===== src/rtl/bforge_apb_decoder_n_if.sv =====
// rtl/bforge_apb_decoder_n_if.sv - initiator-side and target-side APB signal bundle for the 1-to-N decoder
interface bforge_apb_decoder_n_if #(
  parameter int NUM_TARGETS = 4,
  parameter int ADDR_WIDTH  = 32,
  parameter int DATA_WIDTH  = 32
);
  // initiator side
  logic                              s_psel;
  logic                              s_penable;
  logic                              s_pwrite;
  logic [ADDR_WIDTH-1:0]             s_paddr;
  logic [DATA_WIDTH-1:0]             s_pwdata;
  logic [DATA_WIDTH/8-1:0]           s_pstrb;
  logic [2:0]                        s_pprot;
  logic [DATA_WIDTH-1:0]             s_prdata;
  logic                              s_pready;
  logic                              s_pslverr;
  // target side
  logic [NUM_TARGETS-1:0]            m_psel;
  logic                              m_penable;
  logic                              m_pwrite;
  logic [ADDR_WIDTH-1:0]             m_paddr;
  logic [DATA_WIDTH-1:0]             m_pwdata;
  logic [DATA_WIDTH/8-1:0]           m_pstrb;
  logic [2:0]                        m_pprot;
  logic [NUM_TARGETS*DATA_WIDTH-1:0] m_prdata;
  logic [NUM_TARGETS-1:0]            m_pready;
  logic [NUM_TARGETS-1:0]            m_pslverr;

  // decoder view
  modport slave (
    input  s_psel, s_penable, s_pwrite, s_paddr, s_pwdata, s_pstrb, s_pprot,
    output s_prdata, s_pready, s_pslverr,
    output m_psel, m_penable, m_pwrite, m_paddr, m_pwdata, m_pstrb, m_pprot,
    input  m_prdata, m_pready, m_pslverr
  );

  // environment view: drives the initiator requests and the target responses
  modport master (
    output s_psel, s_penable, s_pwrite, s_paddr, s_pwdata, s_pstrb, s_pprot,
    input  s_prdata, s_pready, s_pslverr,
    input  m_psel, m_penable, m_pwrite, m_paddr, m_pwdata, m_pstrb, m_pprot,
    output m_prdata, m_pready, m_pslverr
  );
endinterface


===== src/rtl/bforge_apb_decoder_n.sv =====
// rtl/bforge_apb_decoder_n.sv - registered APB4 1-to-N decoder with unmapped-address and stall-timeout errors
module bforge_apb_decoder_n #(
  parameter int                    NUM_TARGETS    = 4,
  parameter int                    ADDR_WIDTH     = 32,
  parameter int                    DATA_WIDTH     = 32,
  parameter int                    WIN_BITS       = 12,
  parameter logic [ADDR_WIDTH-1:0] BASE_ADDR      = '0,
  parameter int                    TIMEOUT_CYCLES = 16
) (
  input logic                   PCLK,
  input logic                   PRESETn,
  bforge_apb_decoder_n_if.slave bus
);

  localparam int STRB_W = DATA_WIDTH / 8;
  localparam int IDX_W  = (NUM_TARGETS > 1) ? $clog2(NUM_TARGETS) : 1;
  localparam int CNT_W  = (TIMEOUT_CYCLES > 0) ? $clog2(TIMEOUT_CYCLES + 1) : 1;
  localparam bit TO_EN  = (TIMEOUT_CYCLES > 0);
  // counter value seen during the last permitted ACCESS cycle
  localparam logic [CNT_W-1:0]      TO_LAST = CNT_W'(TO_EN ? TIMEOUT_CYCLES - 1 : 0);
  localparam logic [ADDR_WIDTH-1:0] NT_A    = ADDR_WIDTH'(NUM_TARGETS);

  typedef enum logic [2:0] {
    ST_IDLE,
    ST_T_SETUP,
    ST_T_ACCESS,
    ST_ERR,
    ST_RESP
  } state_t;

  state_t                  r_state;
  logic [IDX_W-1:0]        r_idx;
  logic [CNT_W-1:0]        r_cnt;
  logic                    r_abort;
  logic [NUM_TARGETS-1:0]  r_m_psel;
  logic                    r_m_penable;
  logic                    r_m_pwrite;
  logic [ADDR_WIDTH-1:0]   r_m_paddr;
  logic [DATA_WIDTH-1:0]   r_m_pwdata;
  logic [STRB_W-1:0]       r_m_pstrb;
  logic [2:0]              r_m_pprot;
  logic [DATA_WIDTH-1:0]   r_s_prdata;
  logic                    r_s_pready;
  logic                    r_s_pslverr;

  logic [ADDR_WIDTH-1:0]   w_off;
  logic [ADDR_WIDTH-1:0]   w_win;
  logic                    w_hit;
  logic [IDX_W-1:0]        w_idx;
  logic                    w_tgt_ready;
  logic                    w_tgt_err;
  logic [DATA_WIDTH-1:0]   w_tgt_rdata;
  logic                    w_abort;

  // Window decode. Addresses below the base fail the compare; a map that would
  // wrap past the top of the address space simply has no addresses there.
  assign w_off = bus.s_paddr - BASE_ADDR;
  assign w_win = w_off >> WIN_BITS;
  assign w_hit = (bus.s_paddr >= BASE_ADDR) && (w_win < NT_A);
  assign w_idx = w_win[IDX_W-1:0];

  // Response of the target captured at SETUP
  assign w_tgt_ready = bus.m_pready[r_idx];
  assign w_tgt_err   = bus.m_pslverr[r_idx];
  assign w_tgt_rdata = bus.m_prdata[r_idx*DATA_WIDTH +: DATA_WIDTH];

  // An initiator that lets psel fall before seeing pready has walked away;
  // its response must not be presented.
  assign w_abort = r_abort | ~bus.s_psel;

  // Transfer sequencing: decode in IDLE, run the target transfer, present one response
  always_ff @(posedge PCLK or negedge PRESETn) begin
    if (!PRESETn) begin
      r_state     <= ST_IDLE;
      r_idx       <= '0;
      r_cnt       <= '0;
      r_abort     <= 1'b0;
      r_m_psel    <= '0;
      r_m_penable <= 1'b0;
      r_m_pwrite  <= 1'b0;
      r_m_paddr   <= '0;
      r_m_pwdata  <= '0;
      r_m_pstrb   <= '0;
      r_m_pprot   <= '0;
      r_s_prdata  <= '0;
      r_s_pready  <= 1'b0;
      r_s_pslverr <= 1'b0;
    end else begin
      case (r_state)
        ST_IDLE: begin
          if (bus.s_psel && !bus.s_penable) begin
            r_m_pwrite <= bus.s_pwrite;
            r_m_paddr  <= bus.s_paddr;
            r_m_pwdata <= bus.s_pwdata;
            r_m_pstrb  <= bus.s_pstrb;
            r_m_pprot  <= bus.s_pprot;
            r_idx      <= w_idx;
            r_cnt      <= '0;
            r_abort    <= 1'b0;
            if (w_hit) begin
              r_m_psel <= NUM_TARGETS'(1) << w_idx;
              r_state  <= ST_T_SETUP;
            end else begin
              r_state  <= ST_ERR;
            end
          end
        end

        ST_T_SETUP: begin
          r_abort     <= w_abort;
          r_m_penable <= 1'b1;
          r_state     <= ST_T_ACCESS;
        end

        ST_T_ACCESS: begin
          r_abort <= w_abort;
          r_cnt   <= r_cnt + 1'b1;
          if (w_tgt_ready) begin
            r_m_psel    <= '0;
            r_m_penable <= 1'b0;
            r_s_pready  <= ~w_abort;
            r_s_pslverr <= ~w_abort & w_tgt_err;
            r_s_prdata  <= (!w_abort && !r_m_pwrite) ? w_tgt_rdata : '0;
            r_state     <= ST_RESP;
          end else if (TO_EN && (r_cnt == TO_LAST)) begin
            r_m_psel    <= '0;
            r_m_penable <= 1'b0;
            r_s_pready  <= ~w_abort;
            r_s_pslverr <= ~w_abort;
            r_s_prdata  <= '0;
            r_state     <= ST_RESP;
          end
        end

        ST_ERR: begin
          r_s_pready  <= ~w_abort;
          r_s_pslverr <= ~w_abort;
          r_s_prdata  <= '0;
          r_state     <= ST_RESP;
        end

        ST_RESP: begin
          r_s_pready  <= 1'b0;
          r_s_pslverr <= 1'b0;
          r_s_prdata  <= '0;
          r_state     <= ST_IDLE;
        end

        default: begin
          r_state <= ST_IDLE;
        end
      endcase
    end
  end

  assign bus.m_psel    = r_m_psel;
  assign bus.m_penable = r_m_penable;
  assign bus.m_pwrite  = r_m_pwrite;
  assign bus.m_paddr   = r_m_paddr;
  assign bus.m_pwdata  = r_m_pwdata;
  assign bus.m_pstrb   = r_m_pstrb;
  assign bus.m_pprot   = r_m_pprot;
  assign bus.s_prdata  = r_s_prdata;
  assign bus.s_pready  = r_s_pready;
  assign bus.s_pslverr = r_s_pslverr;

endmodule


===== src/flat_wrapper.sv =====
// flat-port wrapper written by rule: the top's interface ports become plain ports
module bforge_apb_decoder_n_flat 
#(
  parameter int                    NUM_TARGETS    = 4,
  parameter int                    ADDR_WIDTH     = 32,
  parameter int                    DATA_WIDTH     = 32,
  parameter int                    WIN_BITS       = 12,
  parameter logic [ADDR_WIDTH-1:0] BASE_ADDR      = '0,
  parameter int                    TIMEOUT_CYCLES = 16
)
  (PCLK, PRESETn, bus_s_psel, bus_s_penable, bus_s_pwrite, bus_s_paddr, bus_s_pwdata, bus_s_pstrb, bus_s_pprot, bus_s_prdata, bus_s_pready, bus_s_pslverr, bus_m_psel, bus_m_penable, bus_m_pwrite, bus_m_paddr, bus_m_pwdata, bus_m_pstrb, bus_m_pprot, bus_m_prdata, bus_m_pready, bus_m_pslverr);
  bforge_apb_decoder_n_if #(.NUM_TARGETS(NUM_TARGETS), .ADDR_WIDTH(ADDR_WIDTH), .DATA_WIDTH(DATA_WIDTH)) bus_i ();
  input logic PCLK;
  input logic PRESETn;
  input wire logic [$bits(bus_i.s_psel)-1:0] bus_s_psel;
  input wire logic [$bits(bus_i.s_penable)-1:0] bus_s_penable;
  input wire logic [$bits(bus_i.s_pwrite)-1:0] bus_s_pwrite;
  input wire logic [$bits(bus_i.s_paddr)-1:0] bus_s_paddr;
  input wire logic [$bits(bus_i.s_pwdata)-1:0] bus_s_pwdata;
  input wire logic [$bits(bus_i.s_pstrb)-1:0] bus_s_pstrb;
  input wire logic [$bits(bus_i.s_pprot)-1:0] bus_s_pprot;
  output wire logic [$bits(bus_i.s_prdata)-1:0] bus_s_prdata;
  output wire logic [$bits(bus_i.s_pready)-1:0] bus_s_pready;
  output wire logic [$bits(bus_i.s_pslverr)-1:0] bus_s_pslverr;
  output wire logic [$bits(bus_i.m_psel)-1:0] bus_m_psel;
  output wire logic [$bits(bus_i.m_penable)-1:0] bus_m_penable;
  output wire logic [$bits(bus_i.m_pwrite)-1:0] bus_m_pwrite;
  output wire logic [$bits(bus_i.m_paddr)-1:0] bus_m_paddr;
  output wire logic [$bits(bus_i.m_pwdata)-1:0] bus_m_pwdata;
  output wire logic [$bits(bus_i.m_pstrb)-1:0] bus_m_pstrb;
  output wire logic [$bits(bus_i.m_pprot)-1:0] bus_m_pprot;
  input wire logic [$bits(bus_i.m_prdata)-1:0] bus_m_prdata;
  input wire logic [$bits(bus_i.m_pready)-1:0] bus_m_pready;
  input wire logic [$bits(bus_i.m_pslverr)-1:0] bus_m_pslverr;
  assign bus_i.s_psel = bus_s_psel;
  assign bus_i.s_penable = bus_s_penable;
  assign bus_i.s_pwrite = bus_s_pwrite;
  assign bus_i.s_paddr = bus_s_paddr;
  assign bus_i.s_pwdata = bus_s_pwdata;
  assign bus_i.s_pstrb = bus_s_pstrb;
  assign bus_i.s_pprot = bus_s_pprot;
  assign bus_s_prdata = bus_i.s_prdata;
  assign bus_s_pready = bus_i.s_pready;
  assign bus_s_pslverr = bus_i.s_pslverr;
  assign bus_m_psel = bus_i.m_psel;
  assign bus_m_penable = bus_i.m_penable;
  assign bus_m_pwrite = bus_i.m_pwrite;
  assign bus_m_paddr = bus_i.m_paddr;
  assign bus_m_pwdata = bus_i.m_pwdata;
  assign bus_m_pstrb = bus_i.m_pstrb;
  assign bus_m_pprot = bus_i.m_pprot;
  assign bus_i.m_prdata = bus_m_prdata;
  assign bus_i.m_pready = bus_m_pready;
  assign bus_i.m_pslverr = bus_m_pslverr;
  bforge_apb_decoder_n #(.NUM_TARGETS(NUM_TARGETS), .ADDR_WIDTH(ADDR_WIDTH), .DATA_WIDTH(DATA_WIDTH), .WIN_BITS(WIN_BITS), .BASE_ADDR(BASE_ADDR), .TIMEOUT_CYCLES(TIMEOUT_CYCLES)) u_core (.PCLK(PCLK), .PRESETn(PRESETn), .bus(bus_i));
endmodule

===== config.mk =====
export PLATFORM = sky130hd
export DESIGN_NAME = bforge_apb_decoder_n_flat
export DESIGN_NICKNAME = d
export VERILOG_FILES = /design/src/rtl/bforge_apb_decoder_n_if.sv /design/src/rtl/bforge_apb_decoder_n.sv /design/src/flat_wrapper.sv
export SDC_FILE = /design/constraint.sdc
export NUM_CORES = 1
export LEC_CHECK = 0
export BUFFER_PORTS_ARGS = -buffer_cell sky130_fd_sc_hd__clkbuf_2
export CORE_AREA = 2 2 124 126
export DETAILED_ROUTE_END_ITERATION = 7
export DIE_AREA = 0 0 126 128
export GPL_TIMING_DRIVEN = 0
export PLACE_DENSITY = 0.71
export RECOVER_POWER = 50
export SETUP_SLACK_MARGIN = 0.05
export SYNTH_ARGS = -nofsm -noshare
export SYNTH_HDL_FRONTEND = slang
export SYNTH_SLANG_ARGS = --single-unit

===== constraint.sdc =====
create_clock -name PCLK -period 2 [get_ports PCLK]
set_input_delay 0.2 -clock PCLK [delete_from_list [all_inputs] [get_ports PCLK]]
set_output_delay 0.2 -clock PCLK [all_outputs]
set_load 0.01 [all_outputs]

==> impl_results.md, run 1 <==
* Drt drc at 0
* Final WL at approximately 20000 um
* Initial antenna violation count at 0
* Clk pwr share at 0.223
* Global route total overflow at 0
* Starting Density at 0.380
* Share of synthesized registers carrying an async set or reset at 1.00
* Fin nets at between 1000 and 1500
* Startpoint types: flop
* Syn Area/Cell at between 9 and 10 um^2
* Antenna diodes at 0
* Pleak at 4.55 nW
* Slew headroom at 0.0535
* Number of flops mapped to enable cells by yosys at 0
* Fin. max-slew vios at 0
* Minimum clock period at approximately 1900 ps
* Largest net degree at the start of global routing at 66
* Req. time, crit path at ~2300 ps
* Core area at roughly 15000 um^2
* Peak Freq at 525 MHz
* Total number of yosys warnings at 0
* ANT nets after route at 0
* Least-Margin Pin Slew at about 1400 ps
* Worst Hold Class: input port to flop
* Peak supply drop at ~0.8 mV
* GRT Overall Usage at 0.241
* Net count after synthesis at between 700 and 800
* Max stage delay on crit path at between 500 and 600 ps
* Sw Share at 0.404
* Drt pass-1 iters at 5
* Unrepaired setup endpoints after global routing: yes
* Hold Slack at 18.0 ps
* Synth Flop Type: dfrtp_1
* Drt wl/cell at around 17 um
* Net switching power at roughly 0.005 W
* CP Buf/Inv Count at 3
* Post-route clock period utilization at 0.953
* Total CTS buffers at 17
* DIE HEIGHT at about 130 um
* Inst Count DP at between 1000 and 1500
* Area fraction of the dominant cell type after synthesis at 0.532
* Share of cells above drive strength 1 at 0.390
* CTS tree: built
* Crit path cell chain: buf_6 -> mux4_2 -> nor3_4 -> o21ai_4 -> buf_8 -> clkbuf_16 -> nand3_1 -> o21ai_1
* Slowest CP cell: mux4_2
* P&R area growth vs syn at 56.5%
* FP Rows at 45
* Vias in the first global route at 5927
* Hold Vio Cnt, Final at 0
* Setup Skew at about 6.5 ps
* Io pins at around 320
* Worst skew pair latency at just over 400 ps
* Starting DRT DRC Count at 286
* Critical path's top delay family: multiplexers
* Post-synth cell types at 35
* R2r setup slk at approximately 94 ps
* # clock sinks at between 100 and 150
* CP max FO at 7
* Power share of the combinational group at 0.447
* Top cells by area, synth: dfrtp_1 53%, nand2_1 15%, mux4_2 14%
* Avg Vias per Cell at around 5
* Die ar. at ~16000 um^2
* Die W at about 130 um
* Commonest non-fill, non-tap cell in the layout: clkbuf_2
* H-tree depth at 4
* Arr. time, crit path at around 2200 ps
* CTS root buf: clkbuf_16
* CTS clock-pin slew for the worst setup and hold paths at approximately 60 ps
* Crit path capture type: flop
* # setup viols final at 0
* Cell taking the most area after synthesis: dfrtp_1
* DP Wirelength at ~14000 um
* Critical path class: flop to flop
* Post-synthesis sequential area ratio at 0.532
* IO buf count at 322
* Most frequent cells in the layout: 272 x clkbuf_2, 225 x nand2_1, 120 x dfrtp_1
* Filler cell count at 1267
* Clk buf depth at 2
* First-pass GRT wire length at roughly 30000 um
* Run status: finished clean
* Area of the mapped netlist at 5650 um^2
* Max_cap viols at 0
* Share of power burned in registers at 0.329
* Synth Register Bits at 120
* Power per Cell Area at between 1000 and 1500 nW/um^2
* Post-Synthesis Cells at ~580
* Internal power at ~0.0076 W
* Final std cells w/o fill at 1188
* Final GP Congestion at around 0.84
* DR vias at ~5800
through the flow:
stage | total power, W | instance area [um^2] | utilization | setup slack [ps] | setup TNS (ps)
after global routing | 0.0136 | 8840 | 0.595 | 8.14 | 0
after detailed placement | 0.00947 | 7530 | 0.507 | -207 | -4980
final | 0.0127 | 8840 | 0.595 | 93.8 | 0
after CTS | 0.0125 | 8750 | 0.589 | 40.7 | 0
after floorplan | 0.00729 | 5650 | - | 159 | 0
after global placement | 0.00937 | 7500 | 0.504 | -1180 | -144160
kinds of logic after synthesis:
kind of cell / count (synthesis) / share of synthesized area
fa+ha+maj: 2 / 0.00443
buf+inv: 76 / 0.0596
xor+xnor: 1 / 0.00155
flops: 120 / 0.532
mux: 34 / 0.136
compound gates: 60 / 0.0600
simple gates: 285 / 0.207
registers in the layout, indices dropped and copies added, names as in the netlist, 3 cells and up:
name                 count
u_core.bus.m_paddr      32
u_core.bus.m_pwdata     32
u_core.bus.m_pprot       3
u_core.r_state           3
u_core.bus.s_prdata     32
u_core.bus.m_psel        4
u_core.bus.m_pstrb       4
u_core.r_cnt             5
tightest hold or removal path: stages:
cell	delay (ps)
clkbuf_2	90
nand2_1	60
nand2_1	50
cell usage after synthesis, drive strengths merged (2+ instances only):
library cell / n
ha: 2
nand2: 225
nor2: 8
dfrtp: 120
o21ai: 48
nor2b: 2
inv: 39
nor3: 3
clkbuf: 17
or4: 2
mux4: 34
o31ai: 2
a21oi: 4
buf: 20
nand3: 36
nor4: 3
metal layers:
layer,vias to the layer above,global-route usage,share of wire
li1,2735,-,-
met5,-,0,0
met3,41,0.0785,0.085
met4,0,0.105,0.034
met1,2763,0.257,0.35
met2,302,0.437,0.53
final cells by class:
class	count	area, um^2	share of cell area
Multi-Input combinational cell	382	2410	0.272
Buffer	35	233	0.0263
Clock buffer	17	425	0.0481
Tap cell	188	235	0.0266
Clock inverter	15	123	0.0139
Inverter	39	146	0.0166
Timing Repair Buffer	392	2270	0.257
Sequential cell	120	3000	0.340
final timing paths:
kind / startpoint / end / depth (start not counted)
worst min register to register: u_core.bus.m_paddr[31]$_DFFE_PN0P_ / u_core.bus.m_paddr[31]$_DFFE_PN0P_ / 2
worst min-delay path: bus_s_paddr[27] / u_core.bus.m_paddr[27]$_DFFE_PN0P_ / 3
worst max register to register: u_core.bus.m_paddr[12]$_DFFE_PN0P_ / u_core.bus.s_prdata[25]$_DFFE_PN0P_ / 8
min in group asynchronous: PRESETn / u_core.bus.s_prdata[9]$_DFFE_PN0P_ / 2
worst max-delay path: u_core.bus.m_paddr[12]$_DFFE_PN0P_ / u_core.bus.s_prdata[25]$_DFFE_PN0P_ / 8
max in group asynchronous: PRESETn / u_core.bus.m_pstrb[0]$_DFFE_PN0P_ / 3
power by group through the flow:
stage	clock network, W	registers, W	logic [W]
finish	0.00283	0.00418	0.00568
global route	0.00302	0.00431	0.00624
CTS	0.00289	0.00414	0.00551
detailed placement	0	0.00414	0.00532
global placement	0	0.00414	0.00523
floorplan	0	0.00456	0.00273
timing repair:
item / in CTS / in global routing
setup endpoints to repair: 91 / 104
cloned: 1 / 2
endpoints found under the hold margin: 117 / 0
resized for setup: 9 / 38
hold buffers: 63 / 0
setup buffers: 2 / 1
pin swaps: 1 / 5
(Power assumes the default switching activity.)
==> inputs of run 2 (changes only) <==
Settings changed: GPL_TIMING_DRIVEN 0 to unset.
==> run 2 against run 1 <==
Compared with the run above:
- final cell count down 1.9%
- global-route usage down 0.89 points
- register-to-register slack better by 70 ps
- clock skew up 3.5 ps
- clock power about the same
- worst setup slack better by 71 ps
- wire length down 3.9%
- core utilization down 1.3 points
- sequential share of layout area up 0.76 points
- total power down 3.0%
- combinational power down 7.0%
- critical endpoint is now u_core.bus.s_prdata[26]$_DFFE_PN0P_
==> impl_results.md, run 2 (synthesis gave the netlist of run 1 again) <==
* Most frequent cells in the layout: 267 x clkbuf_2, 224 x nand2_1, 119 x dfrtp_1
* WHS Endpoint: u_core.bus.m_paddr[2]$_DFFE_PN0P_
* Minimum clock period at 1840 ps (-70.9 ps)
* Critical path class: flop to flop
* Critical R2R Capture: u_core.bus.s_prdata[26]$_DFFE_PN0P_
* WHS Path Cells at 3 (unchanged)
* Avg Vias per Cell at 4.94 (+0.44%)
* Final GP Congestion at 0.786 (-6.7%)
* Slowest CP cell: dfrtp_1
* Max stage delay on crit path at 400 ps (-160 ps)
* DR vias at 5758 (-1.4%)
* Startpoint types: flop
* Hold path startpoint: bus_s_paddr[2]
* Post-route clock period utilization at 0.918 (-0.0355)
* Req. time, crit path at 2290 ps (about the same)
* P&R area growth vs syn at 53.2%
* First-pass GRT wire length at 29200 um (-3.0%)
* Clk buf depth at 2 (unchanged)
* Worst skew pair latency at 410 ps (about the same)
* Largest net degree at the start of global routing at 121 (+83%)
* DP Area at 7490 um^2 (-0.50%)
* CP max FO at 20 (+13)
* Antenna diodes at 0 (unchanged)
* DIE HEIGHT at 128 um (unchanged)
* Drt wl/cell at 16.3 um (-2.1%)
* Crit path capture type: flop
* Max_cap viols at 0 (unchanged)
* CTS tree: built
* Vias in the first global route at 5789 (-2.3%)
* Peak Freq at 545 MHz (+3.9%)
* Fin nets at 1179 (-1.8%)
* Fin. max-slew vios at 0 (unchanged)
* Reg-to-reg startpoint: u_core.r_cnt[0]$_DFFE_PN0P_
* Drt pass-1 iters at 5 (unchanged)
* Unrepaired setup endpoints after global routing: no
* Arr. time, crit path at 2130 ps (-70 ps)
* DP Wirelength at 13100 um (-7.6%)
* R2r worst-path depth at 8 (unchanged)
* Global route total overflow at 0 (unchanged)
* Filler cell count at 1271 (+0.32%)
* Sequential cell area at 3000 um^2 (about the same)
* Multi-input logic area at 2330 um^2 (-3.2%)
* Io pins at 323 (unchanged)
* Commonest non-fill, non-tap cell in the layout: clkbuf_2
* Die W at 126 um (unchanged)
* Crit path cell chain: ha_2 -> and3_1 -> ha_1 -> nor3_4 -> o21ai_4 -> buf_4 -> nand3_1 -> o21ai_1
* Setup TNS at 0 ps (unchanged)
* CP Buf/Inv Count at 1 (-2)
* GRT Overall Usage at 0.232 (-0.00890)
* Fin util at 0.582 (-0.0127)
* FP Rows at 45 (unchanged)
* Inst Count DP at 1066 (-2.1%)
* CTS root buf: clkbuf_16
* Critical path's top delay family: simple AND/OR/NAND/NOR gates
* # setup viols final at 0 (unchanged)
* Run status: finished clean
* Total CTS buffers at 17 (unchanged)
* Drt drc at 0 (unchanged)
* Pleak at 4.47 nW (-1.7%)
* Slew headroom at 0.248 (+0.194)
* CTS clock-pin slew for the worst setup and hold paths at 60 ps (about the same)
* Starting DRT DRC Count at 302 (+5.6%)
* R2r setup slk at 160 ps (+70 ps)
* # clock sinks at 120 (unchanged)
* Starting Density at 0.380 (unchanged)
* Hold Slack at 22.6 ps (+4.58 ps)
* Initial antenna violation count at 0 (unchanged)
* H-tree depth at 4 (unchanged)
* Least-Margin Pin Slew at 1130 ps (-291 ps)
* Core area at 14900 um^2 (unchanged)
* Hold Vio Cnt, Final at 0 (unchanged)
* Worst Hold Class: input port to flop
* Final Cell Area at 8650 um^2 (-2.1%)
* Final WL at 19100 um (-3.9%)
* Peak supply drop at 0.704 mV (-12%)
* Power per Cell Area at 1420 nW/um^2 (-0.86%)
* Final std cells w/o fill at 1166 (-1.9%)
* IO buf count at 322 (unchanged)
* ANT nets after route at 0 (unchanged)
* Share of cells above drive strength 1 at 0.372 (-0.0178)
* Setup Skew at 10.0 ps (+3.52 ps)
* Die ar. at 16100 um^2 (unchanged)
==> run 2: cell count changes in the layout (fill, tap and decap cells not counted), moves of 5 or more <==
cell	before	now
buf_2	8	0
buf_4	3	14
clkbuf_1	62	57
clkbuf_2	272	267
clkbuf_4	9	1
nand3_1	22	36
nand3_2	14	0
==> run 2: stage by stage <==
step / setup slack, ps / power (W)
after floorplan: 159 / 0.00729
after global placement: 183 / 0.00925
after detailed placement: 148 / 0.00933
after CTS: 99.0 / 0.0123
after global routing: 51.3 / 0.0132
final: 165 / 0.0123
==> run 2: tightest hold or removal path, delay by kind of cell <==
family,cells,cell delay (ps)
buffers and inverters,1,80
AND/OR/NAND/NOR,2,110
==> run 2: worst max-delay path by stage <==
| stage | slack [ps] | from | cells after the start | end |
|---|---|---|---|---|
| 5_1_grt | 50 | bus_s_paddr[16] | 8 | u_core.bus.m_psel[0]$_DFFE_PN0P_ |
| 6_report | 160 | u_core.r_cnt[0]$_DFFE_PN0P_ | 8 | u_core.bus.s_prdata[26]$_DFFE_PN0P_ |
| 3_3_place_gp | 180 | bus_s_paddr[26] | 6 | u_core.bus.m_psel[0]$_DFFE_PN0P_ |
| 4_1_cts | 100 | bus_s_paddr[26] | 7 | u_core.bus.m_psel[0]$_DFFE_PN0P_ |
| 2_1_floorplan | 160 | u_core.bus.m_paddr[12]$_DFFE_PN0P_ | 8 | u_core.bus.s_prdata[12]$_DFFE_PN0P_ |
| 3_5_place_dp | 150 | u_core.r_cnt[0]$_DFFE_PN0P_ | 8 | u_core.bus.s_prdata[3]$_DFFE_PN0P_ |
==> run 2: area by class of cell <==
class / count / share of cell area
clock buffer: 20 / 0.0505
tap: 188 / 0.0272
clock inverter: 12 / 0.0120
timing repair buffer: 405 / 0.277
inverter: 39 / 0.0169
multi-input combinational: 382 / 0.269
sequential: 120 / 0.347
==> run 2: timing repair <==
| item | CTS | global route |
|---|---|---|
| endpoints found under the hold margin | 182 | 0 |
| endpoints found under the setup margin | 0 | 7 |
| hold buffers | 63 | 0 |
| setup buffers | 0 | 4 |
| gates resized for setup | 0 | 3 |
==> run 2: routing by layer <==
metal	share of wire	track usage	vias to the layer above	routed length, um
met5	0	0	-	0
met4	0.028	0.0931	0	537
met3	0.089	0.0785	40	1690
met2	0.53	0.414	291	10000
met1	0.36	0.255	2741	6810
li1	-	-	2686	-
==> run 2: power breakdown <==
part	internal [W]	leakage, nW	switching (W)
registers	0.00351	1.55	0.000715
logic	0.00226	2.66	0.00302
clock network	0.00170	0.260	0.00110
total	0.00747	4.47	0.00484
==> inputs of run 3 (changes only) <==
Settings changed: CORE_AREA 2 2 124 126 to 2 2 126 128, CTS_CLUSTER_SIZE set to 30, DIE_AREA 0 0 126 128 to 0 0 128 130, PLACE_DENSITY 0.71 to 0.69.
Clock period 2 ns to 2.2 ns, I/O delays scaled along.
==> run 3 against run 2 <==
Compared with the run above:
- final area is 1.8% lower
- non-clock buffer count is 23 lower
- wire length decreased by 4.4%
- clock skew about the same
- largest cell class unchanged
- highest routed layer unchanged
==> impl_results.md, run 3 (synthesis gave the netlist of run 1 again) <==
* Run status: finished clean
* Global route total overflow at 0 (unchanged)
* Final GP Congestion at 0.758 (-3.5%)
* Setup Skew at 10.3 ps (+0.322 ps)
* Max_cap viols at 0 (unchanged)
* Initial antenna violation count at 0 (unchanged)
* Hold Vio Cnt, Final at 0 (unchanged)
* Commonest non-fill, non-tap cell in the layout: clkbuf_2
* Minimum clock period at roughly 1900 ps
* Arr. time, crit path at 2240 ps (+110 ps)
* ANT nets after route at 0 (unchanged)
* Antenna diodes at 0 (unchanged)
* Least-Margin Pin Slew at 691 ps (-438 ps)
* Drt pass-1 iters at 7 (+2)
* CTS root buf: clkbuf_16
* Most frequent cells in the layout: 267 x clkbuf_2, 224 x nand2_1, 119 x dfrtp_1
* Pleak at 4.41 nW (-1.4%)
* Die W at 128 um (+1.6%)
* Drt drc at 0 (unchanged)
* Fin. max-slew vios at 0 (unchanged)
* Fin util at 0.551 (-0.0313)
* CTS tree: built
* Vias in the first global route at 5477 (-5.4%)
* Max stage delay on crit path at 530 ps (+130 ps)
* Clk buf depth at 2 (unchanged)
* # clock sinks at 120 (unchanged)
* Setup TNS at 0 ps (unchanged)
* Power per Cell Area at 1330 nW/um^2 (-6.3%)
* Starting Density at 0.366 (-0.0138)
* DIE HEIGHT at 130 um (+1.6%)
* Req. time, crit path at 2540 ps (+250 ps)
* Slowest CP cell: dlygate4sd3_1
* DP Wirelength at 13000 um (-0.96%)
* Net switching power at 0.00429 W (-11%)
* Avg Vias per Cell at 4.80 (-2.7%)
* # setup viols final at 0 (unchanged)
* Worst skew pair latency at 410 ps (about the same)
* Sw Share at 0.379 (-0.0143)
* FP Rows at 46 (+2.2%)
* Peak supply drop at 0.671 mV (-4.7%)
* Startpoint types: input port
* Hold bufs inserted after CTS at 47 (-25%)
* Internal power at 0.00704 W (-5.8%)
* Die ar. at 16600 um^2 (+3.2%)
* Clk pwr share at 0.262 (+0.035)
* CP max FO at 8 (-60%)
* Drt wl/cell at 15.9 um (-2.9%)
* Total CTS buffers at 17 (unchanged)
* Share of power burned in registers at 0.335 (-0.008)
* Unrepaired setup endpoints after global routing: no
* First-pass GRT wire length at 27200 um (-6.8%)
* Crit path capture type: flop
* H-tree depth at 4 (unchanged)
* Slew headroom at 0.540 (+0.292)
* Critical path's top delay family: simple AND/OR/NAND/NOR gates
* Share of cells above drive strength 1 at 0.371 (-0.00151)
* DR vias at 5511 (-4.3%)
* Fin nets at 1156 (-2.0%)
* Io pins at 323 (unchanged)
* CTS resizes at 0 (unchanged)
* CTS clock-pin slew for the worst setup and hold paths at 50 ps (about the same)
* Largest net degree at the start of global routing at 121 (unchanged)
* Critical path class: input port to flop
* Setup bufs post-CTS at 0 (unchanged)
* Power share of the combinational group at 0.403 (-0.026)
* Worst Hold Class: input port to flop
* Peak Freq at between 500 and 600 MHz
* IO buf count at 322 (unchanged)
* Post-route clock period utilization at 0.861
* P&R area growth vs syn at 50.4%
* GRT Overall Usage at 0.214 (-0.0182)
* Crit path cell chain: dlygate4sd3_1 -> clkbuf_2 -> nor4_1 -> nand4_1 -> o21a_1 -> or4_1 -> nand2_1
* Starting DRT DRC Count at 198 (-34%)
* CP Buf/Inv Count at 2 (+1)
* Core area at 15400 um^2 (+3.8%)
* Final WL at 18200 um (-4.4%)
-- run 3: cell count changes in the layout (fill, tap and decap cells not counted), moves of 2 or more --
cell | before | now
buf_4 | 14 | 8
bufinv_16 | 1 | 4
clkbuf_8 | 0 | 2
clkinvlp_4 | 3 | 1
dlygate4sd3_1 | 63 | 47
-- run 3: per-layer routing --
layer  vias to the layer above  track usage  part of all wire  routed length [um]
li1                       2637            -                 -                   -
met4                         0       0.0724             0.018                 335
met3                        19       0.0685             0.076                1380
met5                         -            0                 0                   0
met1                      2615        0.235              0.38                6930
met2                       240        0.393              0.53                9570
-- run 3: per-stage QoR --
step	setup slack [ps]	cells	total power (W)	instance area [um^2]	hold WS, ps
5_1_grt	165	1147	0.0121	8500	4.73
6_report	305	1147	0.0113	8500	6.35
4_1_cts	314	1147	0.0115	8570	0.0457
3_5_place_dp	328	1068	0.00844	7470	376
2_1_floorplan	359	578	0.00662	5650	-75.6
3_3_place_gp	376	1068	0.00837	7470	373
-- run 3: tightest hold or removal path: cells and delay by family --
family / cells / cell delay [ps]
simple gates: 2 / 90
buf+inv: 1 / 70
-- run 3: final timing paths --
path	from	endpoint	depth (start not counted)	slack, ps
worst max-delay path	bus_s_paddr[19]	u_core.bus.m_psel[0]$_DFFE_PN0P_	7	300
worst min-delay path	bus_s_paddr[1]	u_core.bus.m_paddr[1]$_DFFE_PN0P_	3	6
worst max register to register	u_core.r_cnt[0]$_DFFE_PN0P_	u_core.bus.s_prdata[3]$_DFFE_PN0P_	8	330
worst min register to register	u_core.bus.m_pstrb[2]$_DFFE_PN0P_	u_core.bus.m_pstrb[2]$_DFFE_PN0P_	2	470
max in group asynchronous	PRESETn	u_core.bus.m_paddr[12]$_DFFE_PN0P_	3	1180
min in group asynchronous	PRESETn	u_core.bus.s_prdata[7]$_DFFE_PN0P_	3	460
-- run 3: final cells by class --
cell class / count / area, um^2
multi-input cells: 382 / 2320
fillers: 1386 / 6930
well taps: 192 / 240
clock buffers: 20 / 457
repair buffers: 382 / 2160
clock inverters: 12 / 174
flip-flops and latches: 120 / 3000
inverters: 39 / 146
-- run 3: power by group through the flow --
stage | Combinational (W) | Clock, W | Sequential (W)
6_report | 0.00457 | 0.00296 | 0.00379
5_1_grt | 0.00507 | 0.00314 | 0.00391
4_1_cts | 0.00472 | 0.00304 | 0.00379
3_5_place_dp | 0.00466 | 0 | 0.00378
3_3_place_gp | 0.00459 | 0 | 0.00378
2_1_floorplan | 0.00248 | 0 | 0.00415
